--- config.mk ---
export PLATFORM = sky130hd
export DESIGN_NAME = freq_meter
export DESIGN_NICKNAME = d
export VERILOG_FILES = /design/src/rtl/freq_meter.sv
export SDC_FILE = /design/constraint.sdc
export NUM_CORES = 1
export LEC_CHECK = 0
export CAP_MARGIN = 20
export CORE_ASPECT_RATIO = 1.2
export CORE_MARGIN = 2
export CORE_UTILIZATION = 62
export DETAILED_ROUTE_END_ITERATION = 10
export HOLD_SLACK_MARGIN = 0.15
export PLACE_DENSITY = 0.9
export SETUP_SLACK_MARGIN = 0.1
export SYNTH_ARGS = -nofsm -noshare
export SYNTH_HDL_FRONTEND = slang
export SYNTH_SLANG_ARGS = --single-unit
--- constraint.sdc ---
create_clock -name clk -period 6.8 [get_ports clk]
set_input_delay 2.04 -clock clk [delete_from_list [all_inputs] [get_ports clk]]
set_output_delay 2.04 -clock clk [all_outputs]
set_load 0.02 [all_outputs]
--- src/rtl/freq_meter.sv ---
// Gated frequency counter: counts synchronized rising edges of sig_in over
// GATE_CYCLES clocks and publishes the count with a one-cycle valid pulse.
module freq_meter #(
  parameter int unsigned GATE_CYCLES = 50_000_000,
  parameter int unsigned CNT_W       = 26,
  parameter int unsigned SYNC_STAGES = 2
) (
  input  logic             clk,
  input  logic             rst,
  input  logic             sig_in,
  input  logic             en,
  output logic [CNT_W-1:0] freq,
  output logic             valid,
  output logic             ovf,
  output logic             busy
);

  localparam int unsigned       GATE_W    = (GATE_CYCLES > 1) ? $clog2(GATE_CYCLES) : 1;
  localparam logic [GATE_W-1:0] GATE_LAST = GATE_W'(GATE_CYCLES - 1);
  localparam logic [CNT_W-1:0]  CNT_MAX   = '1;

  typedef enum logic [1:0] {
    IDLE  = 2'd0,
    ARM   = 2'd1,
    GATE  = 2'd2,
    LATCH = 2'd3
  } state_t;

  state_t                 state;
  logic [SYNC_STAGES-1:0] sync;
  logic                   s;
  logic                   s_prev;
  logic                   rise;
  logic [GATE_W-1:0]      gate_cnt;
  logic [CNT_W-1:0]       edge_cnt;
  logic [CNT_W-1:0]       cnt_next;
  logic                   sat;
  logic                   sat_next;

  assign s    = sync[SYNC_STAGES-1];
  assign rise = s & ~s_prev;

  // Synchronizer and edge-detect history; s_prev tracks s every cycle,
  // so a level already high when the gate opens never looks like a rise.
  always_ff @(posedge clk) begin
    if (rst) begin
      sync   <= '0;
      s_prev <= 1'b0;
    end else begin
      sync   <= {sync[SYNC_STAGES-2:0], sig_in};
      s_prev <= s;
    end
  end

  // Saturating edge count including this cycle's rise.
  always_comb begin
    cnt_next = edge_cnt;
    sat_next = sat;
    if (rise) begin
      if (edge_cnt == CNT_MAX) sat_next = 1'b1;
      else                     cnt_next = edge_cnt + CNT_W'(1);
    end
  end

  // The result is registered on the final gate edge so freq/ovf/valid are
  // all visible during the LATCH cycle, including a rise in that last cycle.
  always_ff @(posedge clk) begin
    if (rst) begin
      state    <= IDLE;
      gate_cnt <= '0;
      edge_cnt <= '0;
      sat      <= 1'b0;
      freq     <= '0;
      valid    <= 1'b0;
      ovf      <= 1'b0;
      busy     <= 1'b0;
    end else begin
      valid <= 1'b0;
      case (state)
        IDLE: begin
          if (en) begin
            state <= ARM;
            busy  <= 1'b1;
          end
        end
        ARM: begin
          gate_cnt <= '0;
          edge_cnt <= '0;
          sat      <= 1'b0;
          if (en) begin
            state <= GATE;
          end else begin
            state <= IDLE;
            busy  <= 1'b0;
          end
        end
        GATE: begin
          if (!en) begin
            state <= IDLE;
            busy  <= 1'b0;
          end else begin
            edge_cnt <= cnt_next;
            sat      <= sat_next;
            gate_cnt <= gate_cnt + GATE_W'(1);
            if (gate_cnt == GATE_LAST) begin
              state <= LATCH;
              freq  <= cnt_next;
              ovf   <= sat_next;
              valid <= 1'b1;
            end
          end
        end
        LATCH: begin
          if (en) begin
            state <= ARM;
          end else begin
            state <= IDLE;
            busy  <= 1'b0;
          end
        end
        default: begin
          state <= IDLE;
          busy  <= 1'b0;
        end
      endcase
    end
  end

endmodule

## After elaboration in Yosys (flattened, before gate mapping)

Cells that the tools add are included.

| storage, ports and cells | value |
|---|---|
| register bits after elaboration | 87 |
| input port bits | 4 |
| output and inout bits | 29 |
| logic and storage cells | 53 |

| operators by class | value |
|---|---|
| add/sub/neg operators | 2 |
| equality and inequality tests | 9 |
| mux-type cells | 20 |
| bitwise operators | 4 |
| reductions and logical operators | 8 |

Operators by type and width:

| operator | number |
|---|---|
| $mux 26 | 4 |
| $pmux 26 s2 | 2 |
| $add 26x1->26 const B | 2 |
| $eq 26x26->1 const B | 2 |
| $mux 2 | 4 |
| $pmux 2 s4 | 1 |
| $mux 1 | 7 |
| $ne 2x2->1 const B | 3 |
| $reduce_and 2->1 | 3 |
| $reduce_or 3->1 | 2 |
| $eq 2x2->1 const B | 2 |
| $pmux 1 s2 | 2 |
| $ne 3x3->1 const B | 1 |
| $not 1->1 | 3 |
| $reduce_and 3->1 | 1 |
| $eq 2x1->1 const B | 1 |
| $logic_not 2->1 | 1 |
| $reduce_bool 2->1 | 1 |
| $and 1x1->1 | 1 |

## Depth between registers and ports, before layout

Gate-level depths: netlist of the first run.

| logic depth | value |
|---|---|
| depth in word-level cells | 5 |
| depth in mapped cells | 8 |
| depth with buffers taken out | 7 |

## Least setup slack after synthesis of the first run

OpenSTA, ideal clock, no wires.

| timing path | value |
|---|---|
| path type | in2reg |
| start | in en |
| end | reg gate_cnt[22] |
| setup time | 0.128 ns |
| arrival | 3.440 ns |
| data required time | 6.672 ns |
| path slack | 3.231 ns |
| stages on the path | 6 |
| path buffers | 0 |
| path through | nand3b_1 -> or4_1 -> nor2_1 -> nand2b_1 -> o2111ai_1 -> o41ai_1 |

| on the way | value |
|---|---|
| word-level cells in the longest chain between the ends | 2 |

RTL lines:

| what | RTL line | source |
|---|---|---|
| start, declared | 11 | `input logic en,` |
| $ne 2x2->1 (no line) | n/a |  |
| $reduce_and 2->1 (no line) | n/a |  |
| end signal, assigned | 104 | `gate_cnt <= gate_cnt + GATE_W'(1);` |
| end, declared | 34 | `logic [GATE_W-1:0] gate_cnt;` |

Every way passes these cells.
A chain may end at the register's enable or synchronous reset.

## Worst setup path in the final report of the first run

| timing path | value |
|---|---|
| start | in en |
| end | reg gate_cnt[25] |

The elaborated chain is that of the path after synthesis.

==> flow_metrics.py, run 1 <==
metrics = {
    "timing": {
        "max_freq_mhz": 217,
        "hold_viol": 0,
        "final.period_utilization_pct": 67.8,
        "max_slew_margin_pct": 36.1,
        "tns_ns": 0,
        "rsz0062_at_grt": "false",
        "hold_ws_ns": 0.437,
        "finalMaxSlewViolations": 0,
        "skew_ns": 0.0124,
        "tightest_slew_ns": 0.959,
        "finalCriticalPeriod_ns": 4.61,
        "finalSetupViolCount": 0,
    },
    "synth": {
        "yosys.area_share.simple_pct": 26.6,
        "synthTopCellsByArea": "dfxtp_1 (42%), nor2_1 (6.4%), a211oi_1 (4.5%), nand2_1 (4.2%), a21oi_1 (3.6%)",
        "async_flop_share_pct": 0,
        "synth-xor-area-share_pct": 5.69,
        "yosysTopAreaCell": "dfxtp_1",
        "synth_area_sq_mm": 0.00415,
        "ys.flop_type": "dfxtp_1",
        "synth_edf_count": 0,
        "synth_top_family_by_area": "simple AND/OR/NAND/NOR gates",
        "synth_fa_ha_area_share_pct": 0.603,
        "seq_area_frac_synth_pct": 41.9,
        "ys_warn_count": 0,
        "synth_nets": 506,
        "synth_mux_area_share_pct": 2.35,
        "synth_top_area_share_pct": 41.9,
        "synthCells": 500,
        "ys_ff_latch": 87,
        "avgSynthCellArea_sq_um": 8.31,
        "synth_compound_area_share_pct": 19.4,
        "ys_types": 50,
    },
    "floorplan": {
        "die_w_um": 78.7,
        "num_rows": 32,
        "dieArea_sq_mm": 0.00737,
        "initial_core_util_pct": 64.4,
        "design.core.area_sq_mm": 0.00645,
        "die_h_um": 93.7,
        "pin_count": 33,
    },
    "cts": {
        "cts.path.max_buffers": 2,
        "cts_tree": "done",
        "cts_buffers": 9,
        "htreeDepth": 3,
        "clock-sinks": 87,
        "cts_hold_buffers": 0,
        "postCtsResizedCells": 0,
        "post_cts.repair.setup_buffers": 0,
        "clkSlewWorstSetupHoldPaths_ns": 0.08,
        "insertion_delay_ns": 0.37,
        "clockRootBuffer": "clkbuf_8",
    },
    "placed_design": {
        "gp_congestion": 0.907,
        "dp.final_hpwl_um": 6100,
        "portBuffers": 32,
    },
    "setup_path": {
        "crit_type": "in -> reg",
        "arrival_ns": 4.84,
        "critical_path_buf_inv_count": 1,
        "cp_slowest_cell": "or4_1",
        "crit_path_frequent_cell": "nand4_1",
        "slowest_delay_ns": 0.77,
        "cp_cell_sequence": "clkdlybuf4s50_1, nand3b_1, or4_1, nor3_1, nand4_1, nand4_1, o31ai_1",
        "critPathRequiredTime_ns": 7.03,
        "cp-end-kind": "flop",
        "crit_family": "simple AND/OR/NAND/NOR gates",
        "cp_max_fo": 22,
        "start_kind": "primary input",
    },
    "cells_and_area": {
        "area.growth.synth_to_final_pct": 13.1,
        "n_fill_cell": 483,
        "final_cell_mix": "dfxtp_1 (87), nor2_1 (71), nand2_1 (47)",
        "layout_commonest_cell": "dfxtp_1",
        "antenna_cells": 0,
        "multi_input_area_sq_mm": 0.00227,
        "seqCellArea_sq_mm": 0.00174,
        "final_layout_size_suffix_gt1_share_pct": 6.94,
        "fin_nets": 521,
    },
    "hold_path": {
        "hold_path_class": "reg -> reg",
    },
    "grt": {
        "grt_pass1_vias": 3643,
        "grt_usage_pct": 26.9,
        "grt_overflow": 0,
        "grt_max_degree": 66,
        "grt_antenna_before_repair": 0,
        "grt_pass1_wl_um": 15800,
    },
    "detailed_routing": {
        "ant_nets": 0,
        "drt-initial-drc-count": 369,
        "wirelength_um": 9360,
        "wl_per_cell_um": 15.5,
        "first_pass_iters": 7,
        "vias": 3813,
        "drc": 0,
        "via_per_inst": 6.31,
    },
    "power": {
        "leakage_uw": 0.00144,
        "seqPwrFrac_pct": 55.0,
        "power_frac_comb_pct": 3.3,
        "power_switching_share_pct": 22.3,
        "p_per_area_mw_per_mm2": 198,
        "internal_power_uw": 724,
        "p_switching_uw": 208,
        "p_clk_share_pct": 41.7,
        "ir_drop_mv": 0.151,
    },
    "outcome": {
        "outcome": "finished, final reports clean",
    },
    "job": {
        "maxCapViolations": 0,
    },
}
-- stage by stage --
stage / worst slack [ns] / cell area, sq um / std cells / power [uW] / utilization, %
2_1_floorplan: 3.23 / 4150 / 500 / 545 / -
4_1_cts: 2.22 / 4670 / 602 / 935 / 72.5
3_5_place_dp: 1.84 / 4460 / 587 / 554 / 69.2
6_report: 2.19 / 4700 / 604 / 932 / 72.8
5_1_grt: 1.94 / 4700 / 604 / 956 / 72.8
3_3_place_gp: 1.98 / 4460 / 587 / 553 / 69.2
-- worst paths after layout --
kind                  from           end  slack (ns)  depth (start not counted)
hold reg to reg    sync[0]       sync[1]        0.44                          1
setup reg to reg  state[1]  gate_cnt[25]        3.99                          6
setup / recovery        en  gate_cnt[25]        2.19                          7
hold / removal     sync[0]       sync[1]        0.44                          1
-- cell usage after synthesis (4+ instances only) --
| cell | n |
|---|---|
| nand3_1 | 23 |
| mux2_2 | 6 |
| nor2_1 | 71 |
| clkbuf_1 | 23 |
| inv_1 | 4 |
| a31oi_1 | 23 |
| or4_1 | 6 |
| nand3b_1 | 4 |
| nand4_1 | 17 |
| xnor2_1 | 10 |
| a211oi_1 | 25 |
| nand2b_1 | 10 |
| and3_1 | 8 |
| xor2_1 | 17 |
| o2111ai_1 | 4 |
| nand2_1 | 47 |
| dfxtp_1 | 87 |
| nor3_1 | 9 |
| o21ai_0 | 9 |
| nor2b_1 | 6 |
| buf_2 | 5 |
| o31ai_1 | 4 |
| nor4_1 | 5 |
| a21oi_1 | 30 |
-- layout make-up --
type,count,share of cell area (%)
inverters,4,0.320
well taps,85,2.26
clock buffers,10,2.72
clock inverters,5,1.79
flip-flops and latches,87,37.1
multi-input cells,377,48.3
repair buffers,36,7.51
-- power groups by stage --
stage	sequential [uW]	combinational, uW	clock, uW
floorplan	525	20.4	0
global placement	524	28.9	0
detailed placement	525	29.6	0
CTS	513	29.7	393
global route	513	33.5	410
finish	513	30.6	389
-- routing by layer --
metal	track usage (%)	part of all wire (%)	vias up
met1	30.4	41	1758
met5	0	0	-
met3	3.08	6.0	32
li1	-	-	1857
met4	17.8	3.5	0
met2	47.2	50	166
-- logic make-up (layout without fill, tap and decap cells) --
logic type | count (synthesis) | in the layout
compound gates | 117 | 117
xor+xnor | 27 | 27
fa+ha+maj | 2 | 2
buf+inv | 36 | 55
flops | 87 | 87
mux | 9 | 9
simple gates | 222 | 222
-- worst register-to-register path: stages, from the launching register on --
cell      delay (ns)
dfxtp_1         0.41
nand3b_1        0.59
or4_1           0.77
nor3_1          0.46
nand4_1         0.20
nand4_1         0.14
o31ai_1         0.10
-- state kept, by name, indices dropped and copies added (netlist names) --
register / cells
valid: 1
sat: 1
freq: 26
s_prev: 1
ovf: 1
gate_cnt: 26
busy: 1
edge_cnt: 26
sync: 2
state: 2
Note: power is estimated with default switching activity, not from simulation.
==> inputs of run 2 (changes only) <==
--- a/config.mk
+++ b/config.mk
@@ -8,10 +8,10 @@
 export CAP_MARGIN = 20
 export CORE_ASPECT_RATIO = 1.2
 export CORE_MARGIN = 2
-export CORE_UTILIZATION = 62
+export CORE_UTILIZATION = 58
 export DETAILED_ROUTE_END_ITERATION = 10
 export HOLD_SLACK_MARGIN = 0.15
-export PLACE_DENSITY = 0.9
+export PLACE_DENSITY = 0.85
 export SETUP_SLACK_MARGIN = 0.1
 export SYNTH_ARGS = -nofsm -noshare
 export SYNTH_HDL_FRONTEND = slang
==> constraint.sdc (replaced) <==
create_clock -name clk -period 4.8 [get_ports clk]
set_input_delay 1.44 -clock clk [delete_from_list [all_inputs] [get_ports clk]]
set_output_delay 1.44 -clock clk [all_outputs]
set_load 0.02 [all_outputs]
==> run 2 against run 1 <==
  * Non-clock buffer count grew 1
  * Highest routed layer unchanged
  * Worst hold slack gained 0.0057 ns
  * Critical path depth grew 1
  * Worst setup slack lost 0.93 ns
  * Largest power group unchanged
  * Sequential power grew 42%
  * Total power grew 32%
  * Clock power grew 19%
  * Global-route usage shrank 3.2 points
==> flow_metrics.py, run 2 (synthesis gave the netlist of run 1 again) <==
metrics = {
    "outcome": {
        "outcome": "finished, final reports clean",
    },
    "cts": {
        "insertion_delay_ns": 0.36,
        "cts_hold_buffers": 0,
        "postCtsResizedCells": 0,
        "cts_tree": "done",
        "cts.path.max_buffers": 2,
        "post_cts.repair.setup_buffers": 0,
        "cts_buffers": 9,
        "clockRootBuffer": "clkbuf_8",
        "htreeDepth": 3,
        "clock-sinks": 87,
        "clkSlewWorstSetupHoldPaths_ns": 0.08,
    },
    "floorplan": {
        "initial_core_util_pct": 60.2,
        "pin_count": 33,
        "num_rows": 33,
        "die_w_um": 81.2,
        "die_h_um": 96.7,
        "design.core.area_sq_mm": 0.00690,
        "dieArea_sq_mm": 0.00786,
    },
    "setup_path": {
        "start_kind": "primary input",
        "cp-end-kind": "flop",
        "cp_slowest_cell": "or4_1",
        "slowest_delay_ns": 0.60,
        "crit_type": "in -> reg",
        "cp_cell_sequence": "clkdlybuf4s50_1, nand3b_1, buf_4, or4_1, nor2_1, nand2b_1, o2111ai_1, o41ai_1",
        "r2r_cells": 7,
        "critPathRequiredTime_ns": 5.03,
        "arrival_ns": 3.77,
        "cp_max_fo": 22,
    },
    "detailed_routing": {
        "first_pass_iters": 4,
        "vias": 3635,
        "wl_per_cell_um": 14.3,
        "drt-initial-drc-count": 289,
        "drc": 0,
        "wirelength_um": 8710,
        "ant_nets": 0,
        "via_per_inst": 5.98,
    },
    "grt": {
        "use_met2_pct": 39.2,
        "grt_overflow": 0,
        "grt_max_degree": 65,
        "busiest_layer": "met2",
        "grt_antenna_before_repair": 0,
        "grt_usage_pct": 23.7,
        "grtUsageMet3_pct": 3.82,
        "grtUsageMet1_pct": 29.4,
        "grt_pass1_vias": 3329,
        "grt_pass1_wl_um": 14800,
    },
    "power": {
        "power_frac_comb_pct": 3.5,
        "p_per_area_mw_per_mm2": 264,
        "internal_power_uw": 936,
        "p_clk_share_pct": 37.4,
        "ir_drop_mv": 0.176,
        "leakage_uw": 0.00143,
        "seqPwrFrac_pct": 59.0,
        "p_switching_uw": 294,
        "power_switching_share_pct": 23.9,
    },
    "placed_design": {
        "dpl.cell_count": 592,
        "placed_cell_area_sq_mm": 0.00449,
        "dp.final_hpwl_um": 5870,
        "gp_congestion": 0.859,
        "portBuffers": 32,
    },
    "timing": {
        "max_slew_margin_pct": 24.1,
        "tns_ns": 0,
        "finalMaxSlewViolations": 0,
        "hold_ws_ns": 0.442,
        "rsz0062_at_grt": "false",
        "hold_viol": 0,
        "finalSetupViolCount": 0,
        "tightest_slew_ns": 1.14,
        "max_freq_mhz": 283,
        "finalCriticalPeriod_ns": 3.54,
        "skew_ns": 0.0100,
        "final.period_utilization_pct": 73.7,
    },
    "cells_and_area": {
        "antenna_cells": 0,
        "fin_nets": 522,
        "n_fill_cell": 536,
        "layout_commonest_cell": "dfxtp_1",
        "final_cells": 608,
        "top_regs": "edge_cnt x26, freq x26, gate_cnt x26",
        "final_area_sq_mm": 0.00466,
        "final_cell_mix": "dfxtp_1 (87), nor2_1 (71), nand2_1 (47)",
        "post-route-util_pct": 67.6,
        "area.growth.synth_to_final_pct": 12.3,
        "final_layout_size_suffix_gt1_share_pct": 7.29,
    },
    "hold_path": {
        "hold_path_class": "reg -> reg",
        "hold_depth": 1,
    },
    "job": {
        "maxCapViolations": 0,
    },
}
[run 2: metal layers]
layer | wire, um | vias to the layer above
li1 | - | 1863
met1 | 3970 | 1679
met2 | 4170 | 74
met3 | 339 | 19
met4 | 230 | 0
met5 | 0 | -
[run 2: worst max-delay path, delay by kind of cell]
family	cells	cell delay, ns
AO/OA/AOI/OAI	2	0.32
buffers and inverters	2	0.75
AND/OR/NAND/NOR	4	1.25
[run 2: worst paths after layout]
check / startpoint / to / slack (ns)
max: en / gate_cnt[20] / 1.26
min: sync[0] / sync[1] / 0.44
max reg2reg: edge_cnt[0] / freq[10] / 2.24
min reg2reg: sync[0] / sync[1] / 0.44
[run 2: power by group through the flow]
stage | logic (uW) | clock network, uW | registers [uW]
after floorplan | 28.9 | 0 | 744
after global placement | 41.6 | 0 | 743
after detailed placement | 42.7 | 0 | 743
after CTS | 43.0 | 471 | 726
after global routing | 47.0 | 504 | 727
final | 43.1 | 461 | 726
[run 2: layout make-up]
cell class / count / area, sq um / share of cell area (%)
Clock buffer: 11 / 141 / 3.03
Multi-Input combinational cell: 377 / 2270 / 48.7
Timing Repair Buffer: 37 / 353 / 7.57
Clock inverter: 5 / 33.8 / 0.725
Tap cell: 87 / 109 / 2.33
Sequential cell: 87 / 1740 / 37.4
Inverter: 4 / 15.0 / 0.322
[run 2: per-stage QoR]
step / setup WS (ns) / total power (uW)
floorplan: 1.83 / 772
global placement: 0.972 / 785
detailed placement: 0.897 / 786
CTS: 1.28 / 1240
global route: 1.03 / 1280
finish: 1.26 / 1230
